<file path="config.mk">
export PLATFORM = sky130hd
export DESIGN_NAME = biquad_ch_scheduler
export DESIGN_NICKNAME = d
export VERILOG_FILES = /design/src/rtl/biquad_ch_scheduler.sv
export SDC_FILE = /design/constraint.sdc
export NUM_CORES = 1
export LEC_CHECK = 0
export BUFFER_PORTS_ARGS = -buffer_cell sky130_fd_sc_hd__buf_2
export CORE_MARGIN = 5
export CORE_UTILIZATION = 57
export CTS_BUF_LIST = sky130_fd_sc_hd__clkbuf_16
export CTS_CLUSTER_DIAMETER = 100
export DETAILED_ROUTE_END_ITERATION = 6
export PLACE_DENSITY = 0.85
export SETUP_SLACK_MARGIN = 0.1
export SLEW_MARGIN = 25
export SYNTH_ARGS = -nofsm -noshare
export SYNTH_HDL_FRONTEND = slang
export SYNTH_SLANG_ARGS = --single-unit
</file>
<file path="constraint.sdc">
create_clock -name clk -period 7.9 [get_ports clk]
set_clock_uncertainty 0.05 [all_clocks]
set_input_delay 1.185 -clock clk [delete_from_list [all_inputs] [get_ports clk]]
set_output_delay 1.185 -clock clk [all_outputs]
set_load 0.02 [all_outputs]
</file>
<file path="src/rtl/biquad_ch_scheduler.sv">
// Time-multiplexes NCH sample streams onto one biquad core, one sample in flight at a time.
// Capture-to-result latency is 2 cycles plus core latency; a stalled m_axis holds the FSM in OUT and blocks further issue.
module biquad_ch_scheduler #(
    parameter int NCH     = 4,
    parameter int DW      = 16,
    parameter int TIMEOUT = 64
) (
    input  logic                     clk,
    input  logic                     rst,
    input  logic [NCH-1:0]           s_axis_tvalid,
    input  logic [NCH*DW-1:0]        s_axis_tdata,
    output logic [NCH-1:0]           s_axis_tready,
    output logic                     core_tvalid,
    output logic [DW-1:0]            core_tdata,
    output logic [$clog2(NCH)-1:0]   core_ch,
    input  logic                     core_result_tvalid,
    input  logic [DW-1:0]            core_result_tdata,
    output logic                     m_axis_tvalid,
    output logic [DW-1:0]            m_axis_tdata,
    output logic [$clog2(NCH)-1:0]   m_axis_tuser,
    input  logic                     m_axis_tready,
    output logic                     busy,
    output logic                     timeout_err,
    output logic                     spurious_err
);

    localparam int CW = $clog2(NCH);
    localparam int TW = (TIMEOUT > 1) ? $clog2(TIMEOUT) : 1;

    typedef enum logic [1:0] {
        IDLE  = 2'd0,
        ISSUE = 2'd1,
        WAIT  = 2'd2,
        OUT   = 2'd3
    } state_t;

    state_t          state_q, state_d;
    logic [CW-1:0]   ch_q, ch_d;
    logic [CW-1:0]   last_q, last_d;
    logic [TW-1:0]   wcnt_q, wcnt_d;

    logic [NCH-1:0]  full_q, full_d;
    logic [DW-1:0]   hold_q [NCH];
    logic [DW-1:0]   hold_d [NCH];
    logic [DW-1:0]   res_q, res_d;
    logic [CW-1:0]   tag_q, tag_d;
    logic            tmo_q, tmo_d;
    logic            spur_q, spur_d;

    logic            core_vld_q, core_vld_d;
    logic [DW-1:0]   core_dat_q, core_dat_d;
    logic            m_vld_q, m_vld_d;
    logic            busy_q, busy_d;

    logic            gnt_vld;
    logic [CW-1:0]   gnt_idx;
    logic [CW:0]     rr_sum;
    logic            wait_expired;

    // Round-robin search starting one past the last granted channel.
    always_comb begin
        gnt_vld = 1'b0;
        gnt_idx = '0;
        rr_sum  = '0;
        for (int k = 0; k < NCH; k++) begin
            rr_sum = {1'b0, last_q} + (CW+1)'(k + 1);
            if (rr_sum >= (CW+1)'(NCH)) begin
                rr_sum = rr_sum - (CW+1)'(NCH);
            end
            if (!gnt_vld && full_q[rr_sum[CW-1:0]]) begin
                gnt_vld = 1'b1;
                gnt_idx = rr_sum[CW-1:0];
            end
        end
    end

    assign wait_expired = (state_q == WAIT) && !core_result_tvalid &&
                          (wcnt_q == TW'(TIMEOUT - 1));

    always_ff @(posedge clk or posedge rst) begin
        if (rst) begin
            state_q <= IDLE;
            ch_q    <= '0;
            last_q  <= CW'(NCH - 1);
            wcnt_q  <= '0;
        end else begin
            state_q <= state_d;
            ch_q    <= ch_d;
            last_q  <= last_d;
            wcnt_q  <= wcnt_d;
        end
    end

    always_comb begin
        state_d = state_q;
        ch_d    = ch_q;
        last_d  = last_q;
        wcnt_d  = wcnt_q;
        unique case (state_q)
            IDLE: begin
                if (gnt_vld) begin
                    state_d = ISSUE;
                    ch_d    = gnt_idx;
                    last_d  = gnt_idx;
                end
            end
            ISSUE: begin
                state_d = WAIT;
                wcnt_d  = '0;
            end
            WAIT: begin
                if (core_result_tvalid) begin
                    state_d = OUT;
                end else if (wait_expired) begin
                    state_d = IDLE;
                end else begin
                    wcnt_d = wcnt_q + TW'(1);
                end
            end
            OUT: begin
                if (m_axis_tready) begin
                    state_d = IDLE;
                end
            end
            default: state_d = IDLE;
        endcase
    end

    // Registered outputs are decoded from the next state so they align with it.
    always_comb begin
        core_vld_d = (state_d == ISSUE);
        m_vld_d    = (state_d == OUT);
        busy_d     = (state_d != IDLE);
        core_dat_d = core_dat_q;
        if (state_q == IDLE && gnt_vld) begin
            core_dat_d = hold_q[gnt_idx];
        end
    end

    always_comb begin
        full_d = full_q;
        for (int i = 0; i < NCH; i++) begin
            hold_d[i] = hold_q[i];
            if (s_axis_tvalid[i] && !full_q[i]) begin
                full_d[i] = 1'b1;
                hold_d[i] = s_axis_tdata[i*DW +: DW];
            end
        end
        // A full channel has ready low, so this clear never races a capture.
        if (state_q == ISSUE) begin
            full_d[ch_q] = 1'b0;
        end

        res_d = res_q;
        tag_d = tag_q;
        if (state_q == WAIT && core_result_tvalid) begin
            res_d = core_result_tdata;
            tag_d = ch_q;
        end

        tmo_d  = tmo_q | wait_expired;
        spur_d = spur_q | (core_result_tvalid && state_q != WAIT);
    end

    always_ff @(posedge clk or posedge rst) begin
        if (rst) begin
            full_q     <= '0;
            for (int i = 0; i < NCH; i++) begin
                hold_q[i] <= '0;
            end
            res_q      <= '0;
            tag_q      <= '0;
            tmo_q      <= 1'b0;
            spur_q     <= 1'b0;
            core_vld_q <= 1'b0;
            core_dat_q <= '0;
            m_vld_q    <= 1'b0;
            busy_q     <= 1'b0;
        end else begin
            full_q     <= full_d;
            for (int i = 0; i < NCH; i++) begin
                hold_q[i] <= hold_d[i];
            end
            res_q      <= res_d;
            tag_q      <= tag_d;
            tmo_q      <= tmo_d;
            spur_q     <= spur_d;
            core_vld_q <= core_vld_d;
            core_dat_q <= core_dat_d;
            m_vld_q    <= m_vld_d;
            busy_q     <= busy_d;
        end
    end

    assign s_axis_tready = ~full_q;
    assign core_tvalid   = core_vld_q;
    assign core_tdata    = core_dat_q;
    assign core_ch       = ch_q;
    assign m_axis_tvalid = m_vld_q;
    assign m_axis_tdata  = res_q;
    assign m_axis_tuser  = tag_q;
    assign busy          = busy_q;
    assign timeout_err   = tmo_q;
    assign spurious_err  = spur_q;

endmodule

</file>
; Word level (Yosys, flattened, before mapping)
; Cells that the tools add are included.
[totals]
reg_bits = 119
in_bits = 88
out_inout_bits = 45
elab_cells = 116
[classes]
addsub = 9
n_lt_le_gt_ge = 11
n_eq_ne = 9
n_mux = 38
bitwise_logic = 6
reduce_logical = 26
[op_table]
columns = operator, count
row1 = $bmux 16 s2, 1
row2 = $mux 16, 2
row3 = $mux 2, 12
row4 = $ge 3x3->1 const B, 5
row5 = $lt 2x3->1 const B, 5
row6 = $logic_and 1x1->1, 13
row7 = $mux 1, 13
row8 = $mux 6, 2
row9 = $pmux 6 s2, 1
row10 = $bmux 1 s2, 4
row11 = $logic_not 1->1, 8
row12 = $not 4->4, 2
row13 = $pmux 2 s4, 1
row14 = $sub 2x1->2 const B, 4
row15 = $add 2x2->3 const B, 2
row16 = $add 6x1->6 const B, 1
row17 = $eq 2x2->1 const B, 3
row18 = $eq 6x6->1 const B, 1
row19 = $ne 2x2->1 const B, 3
row20 = $and 4x4->4, 1
row21 = $eq 2x1->1 const B, 2
row22 = $mux 4, 1
row23 = $reduce_bool 2->1, 2
row24 = $add 2x1->3 const B, 1
row25 = 8 further kinds, 9

; Logic depth before layout (Yosys ltp)
[depth]
word_depth = 19
depth_mapped = 9
ltp_nobuf = 6

; Worst setup path before layout
; Ideal clock, no wire load.
[synth_timing]
kind = input to register
from = input s_axis_tvalid[3]
to = register hold_q[0] (netlist bit)
setup_time_ns = 0.127
arrival_time_ns = 2.267
required_ns = 7.723
setup_slack_ns = 5.456
path_stages = 4
n_path_buf = 2
path_cell_list = nor2b_1 > clkbuf_1 > clkbuf_1 > mux2_1
[synth_via]
elab_chain_cells = 1
[synth_lines]
columns = item, line_no
row1 = start: declaration, 10  ; input logic [NCH-1:0] s_axis_tvalid,
row2 = $logic_and 1x1->1, 144  ; if (s_axis_tvalid[i] && !full_q[i]) begin
row3 = end signal: indexed assignment, 182  ; hold_q[i] <= hold_d[i];
row4 = end: declaration, 43  ; logic [DW-1:0] hold_q [NCH];
; Every way passes these cells.
; A chain may end at the register's enable or synchronous reset.

; Worst setup path in the final report
[layout_timing]
from = register full_q[1]
to = register core_dat_q[1], in the netlist core_tdata[1]
[layout_via]
elab_chain_cells = 16
elab_cells_between_ends = 27
classes_between = mux (19) / bitwise (1) / reduce/logical (7)
[layout_lines]
columns = item, line_no
row1 = start: declaration, 42  ; logic [NCH-1:0] full_q, full_d;
row2 = start signal: assignment, 180  ; full_q <= full_d;
row3 = $bmux 1 s2, 70  ; if (!gnt_vld && full_q[rr_sum[CW-1:0]]) begin
row4 = $mux 1 (implied by the code), 70
row5 = $mux 1, 70
row6 = $logic_not 1->1, 70
row7 = $logic_and 1x1->1, 70
row8 = $mux 1, 70
row9 = $logic_not 1->1, 70
row10 = $logic_and 1x1->1, 70
row11 = $mux 1, 70
row12 = $logic_not 1->1, 70
row13 = $logic_and 1x1->1, 70
row14 = $mux 2, 70
row15 = $not 2->3 (implied by the code), 136  ; core_dat_d = hold_q[gnt_idx];
row16 = $bmux 16 s2, 136
row17 = $mux 16 (implied by the code) (2 in a row), 136
row18 = end signal: assignment, 189  ; core_dat_q <= core_dat_d;
row19 = end: declaration, 51  ; logic [DW-1:0] core_dat_q, core_dat_d;
; Parallel ways exist; a longest one is shown, timed or not. The select of a mux whose other input is x is not followed.

==> flow_summary.yaml <==
outcome:
  outcome: "complete, no violations"
cells_and_area:
  finalNonFillerCells: 640
  n_antenna_cell: 0
  syn2layout_area_growth_pct: 26.4
  layout-drive-gt1-share_pct: 36.5
  fillers: 613
  final_common_cell: "buf_2"
  finalNetCount: 605
  most-common-layout-cells: "buf_2 (132), dfrtp_1 (117), mux2_1 (82)"
  layout.core_utilization_pct: 72.7
critical_path:
  crit_chain: "or4_1 -> nand2_1 -> inv_2 -> nand3_1 -> mux2i_1 -> a221o_1"
  critical-path-slowest-cell: "nand2_1"
  start_kind: "flop"
  endpoint_kind: "flop"
  path_class: "flop to flop"
  r2r-start: "full_q[1]"
  cp.required_ns: 8.13
  cpPeakStageDelay_ns: 0.54
  crit_fanout: 38
  cp-startpoint: "full_q[1]"
  cp.arrival_ns: 3.00
synthesis:
  synth-main-ff-cell: "dfrtp_1"
  synth_mux_area_share_pct: 25.5
  postSynthCellCount: 383
  yosysUniqueCellTypes: 41
  synth_edf_count: 0
  ys_ff_latch: 119
  synth_top_family_by_area: "multiplexers"
  ys_warn_count: 0
  yosys.area_share.adder_pct: 0.239
  ys_seq_area_share_pct: 56.9
  syn_area_um2: 5240
  syn_nets: 472
  synth-async-reset-ratio_pct: 100
  synthXorXnorAreaFrac_pct: 0.669
  synth_compound_area_share_pct: 5.83
  syn_avg_cell_area_um2: 13.7
  synth-simple-area-share_pct: 7.43
global_routing:
  globalRoute.totalOverflow: 0
  grt_usage_pct: 21.8
  antenna_found_initial: 0
  grt_pass1_wl_mm: 18.9
  grt_max_degree: 87
  grt_pass1_vias: 3767
sta:
  min_period_ns: 2.77
  hold_ws_ns: 0.400
  slew_headroom_pct: 49.5
  worst_slew_pin_slew_ns: 0.757
  finalSetupViolCount: 0
  fmax_mhz: 361
  hold_violations: 0
  grt_setup_unrepaired: "false"
  drv_slew: 0
  fin_tns_setup_ns: 0
  fin_crit_sh_pct: 35.0
floorplanning:
  fp.dieH_um: 106
  fp.dieW_um: 106
  start_util_pct: 57.5
  rows: 35
  fp.dieArea_um2: 11200
  core_um2: 9110
  ios: 133
clock_network:
  cts_hold_buf: 0
  cts-resized-gates: 0
  cts_tree: "yes"
  h-tree-depth: 4
  clock_path_buffers: 2
  cts_buffers: 17
  clkSinkCount: 119
  clkTransAtPathRegs_ns: 0.06
  root_buffer: "clkbuf_16"
  clk_latency_ns: 0.40
  postCtsSetupBuffers: 0
routing:
  first_pass_iters: 4
  drtIter0Drc: 161
  via_count: 3562
  drc_errors: 0
  viasPerCell: 5.57
  wl_mm: 11.7
  wl_per_cell_um: 18.2
  postRouteAntennaNets: 0
power_and_ir_drop:
  p_leak_nw: 3.20
  ir_drop_v: 0.000218
  power_density_nw_per_um2: 449
  power.total_mw: 2.97
place:
  dpl.hpwl_mm: 8.27
  routabilityCongestion: 0.809
  io_buffers: 132
  dp.cells: 607
min_path:
  hp-class: "flop to flop"
  hold_start: "spurious_err"
run:
  drv_cap: 0
==> per-layer routing <==
layer	wire length, um	up-vias	track usage (%)
met3	783	12	6.31
met2	5830	120	35.9
met5	0	-	0
met1	4930	1781	28.3
li1	-	1649	-
met4	133	0	6.11
==> cell families (layout without fill, tap and decap cells) <==
logic type | Yosys count | after routing
flops | 119 | 119
compound gates | 35 | 35
buf+inv | 32 | 178
xor+xnor | 4 | 4
simple gates | 75 | 75
mux | 117 | 117
fa+ha+maj | 1 | 1
==> metrics by stage <==
| step | setup WS [ns] | cell area [um^2] |
|---|---|---|
| 2_1_floorplan | 3.51 | 5240 |
| 3_3_place_gp | 5.23 | 5940 |
| 3_5_place_dp | 5.15 | 5940 |
| 4_1_cts | 5.16 | 6600 |
| 5_1_grt | 4.99 | 6620 |
| 6_report | 5.13 | 6620 |
==> synth_stat cells (2+ instances only) <==
master | instances | area [um^2]
nor2b_1 | 7 | 43.8
nand3_1 | 33 | 165
mux2_4 | 11 | 165
nor2_1 | 11 | 41.3
dfstp_2 | 2 | 52.6
clkbuf_1 | 11 | 41.3
mux2_1 | 82 | 923
xor2_1 | 4 | 35.0
dfrtp_1 | 117 | 2930
buf_6 | 5 | 56.3
nand2_1 | 8 | 30.0
nand2b_1 | 4 | 25.0
a221o_1 | 16 | 160
nand4_1 | 2 | 12.5
a31oi_1 | 2 | 12.5
mux2i_1 | 19 | 190
buf_2 | 8 | 40.0
inv_1 | 6 | 22.5
or2_1 | 2 | 12.5
a21o_1 | 4 | 30.0
a21oi_1 | 5 | 25.0
mux2_2 | 5 | 56.3
==> final timing paths <==
kind                                   end  slack, ns  depth (start not counted)
max in group asynchronous  m_axis_tuser[1]       5.98                          3
max reg2reg                  core_tdata[1]       5.13                          6
max                          core_tdata[1]       5.13                          6
min                           spurious_err       0.40                          1
min in group asynchronous       hold_q[13]       0.74                          2
min reg2reg                   spurious_err       0.40                          1
==> state kept, by name, indices dropped and copies added, names as in the netlist <==
register       flops
hold_q            64
core_tdata        16
m_axis_tdata      16
wcnt_q             6
full_q             4
core_ch            2
last_q             2
m_axis_tuser       2
state_q            2
busy               1
core_tvalid        1
m_axis_tvalid      1
spurious_err       1
timeout_err        1
==> where the power goes <==
part           switching (mW)  internal (mW)  total (mW)
Clock                   0.273          0.588       0.861
Sequential              0.184          0.902        1.09
Combinational           0.544          0.481        1.02
==> area by class of cell <==
cell class / count / area, um^2 / share of cell area, %
Sequential cell: 119 / 2980 / 45.0
Multi-Input combinational cell: 232 / 2090 / 31.6
Timing Repair Buffer: 139 / 721 / 10.9
Clock buffer: 17 / 425 / 6.43
Clock inverter: 15 / 234 / 3.53
Tap cell: 111 / 139 / 2.10
Inverter: 7 / 28.8 / 0.435
==> worst max-delay path: cells and delay by family (launching register included) <==
| kind | cells | cell delay, ns |
|---|---|---|
| mux | 1 | 0.13 |
| buf+inv | 1 | 0.45 |
| simple gates | 3 | 1.28 |
| flops | 1 | 0.42 |
| compound gates | 1 | 0.31 |
Note: power is estimated with default switching activity, not from simulation.
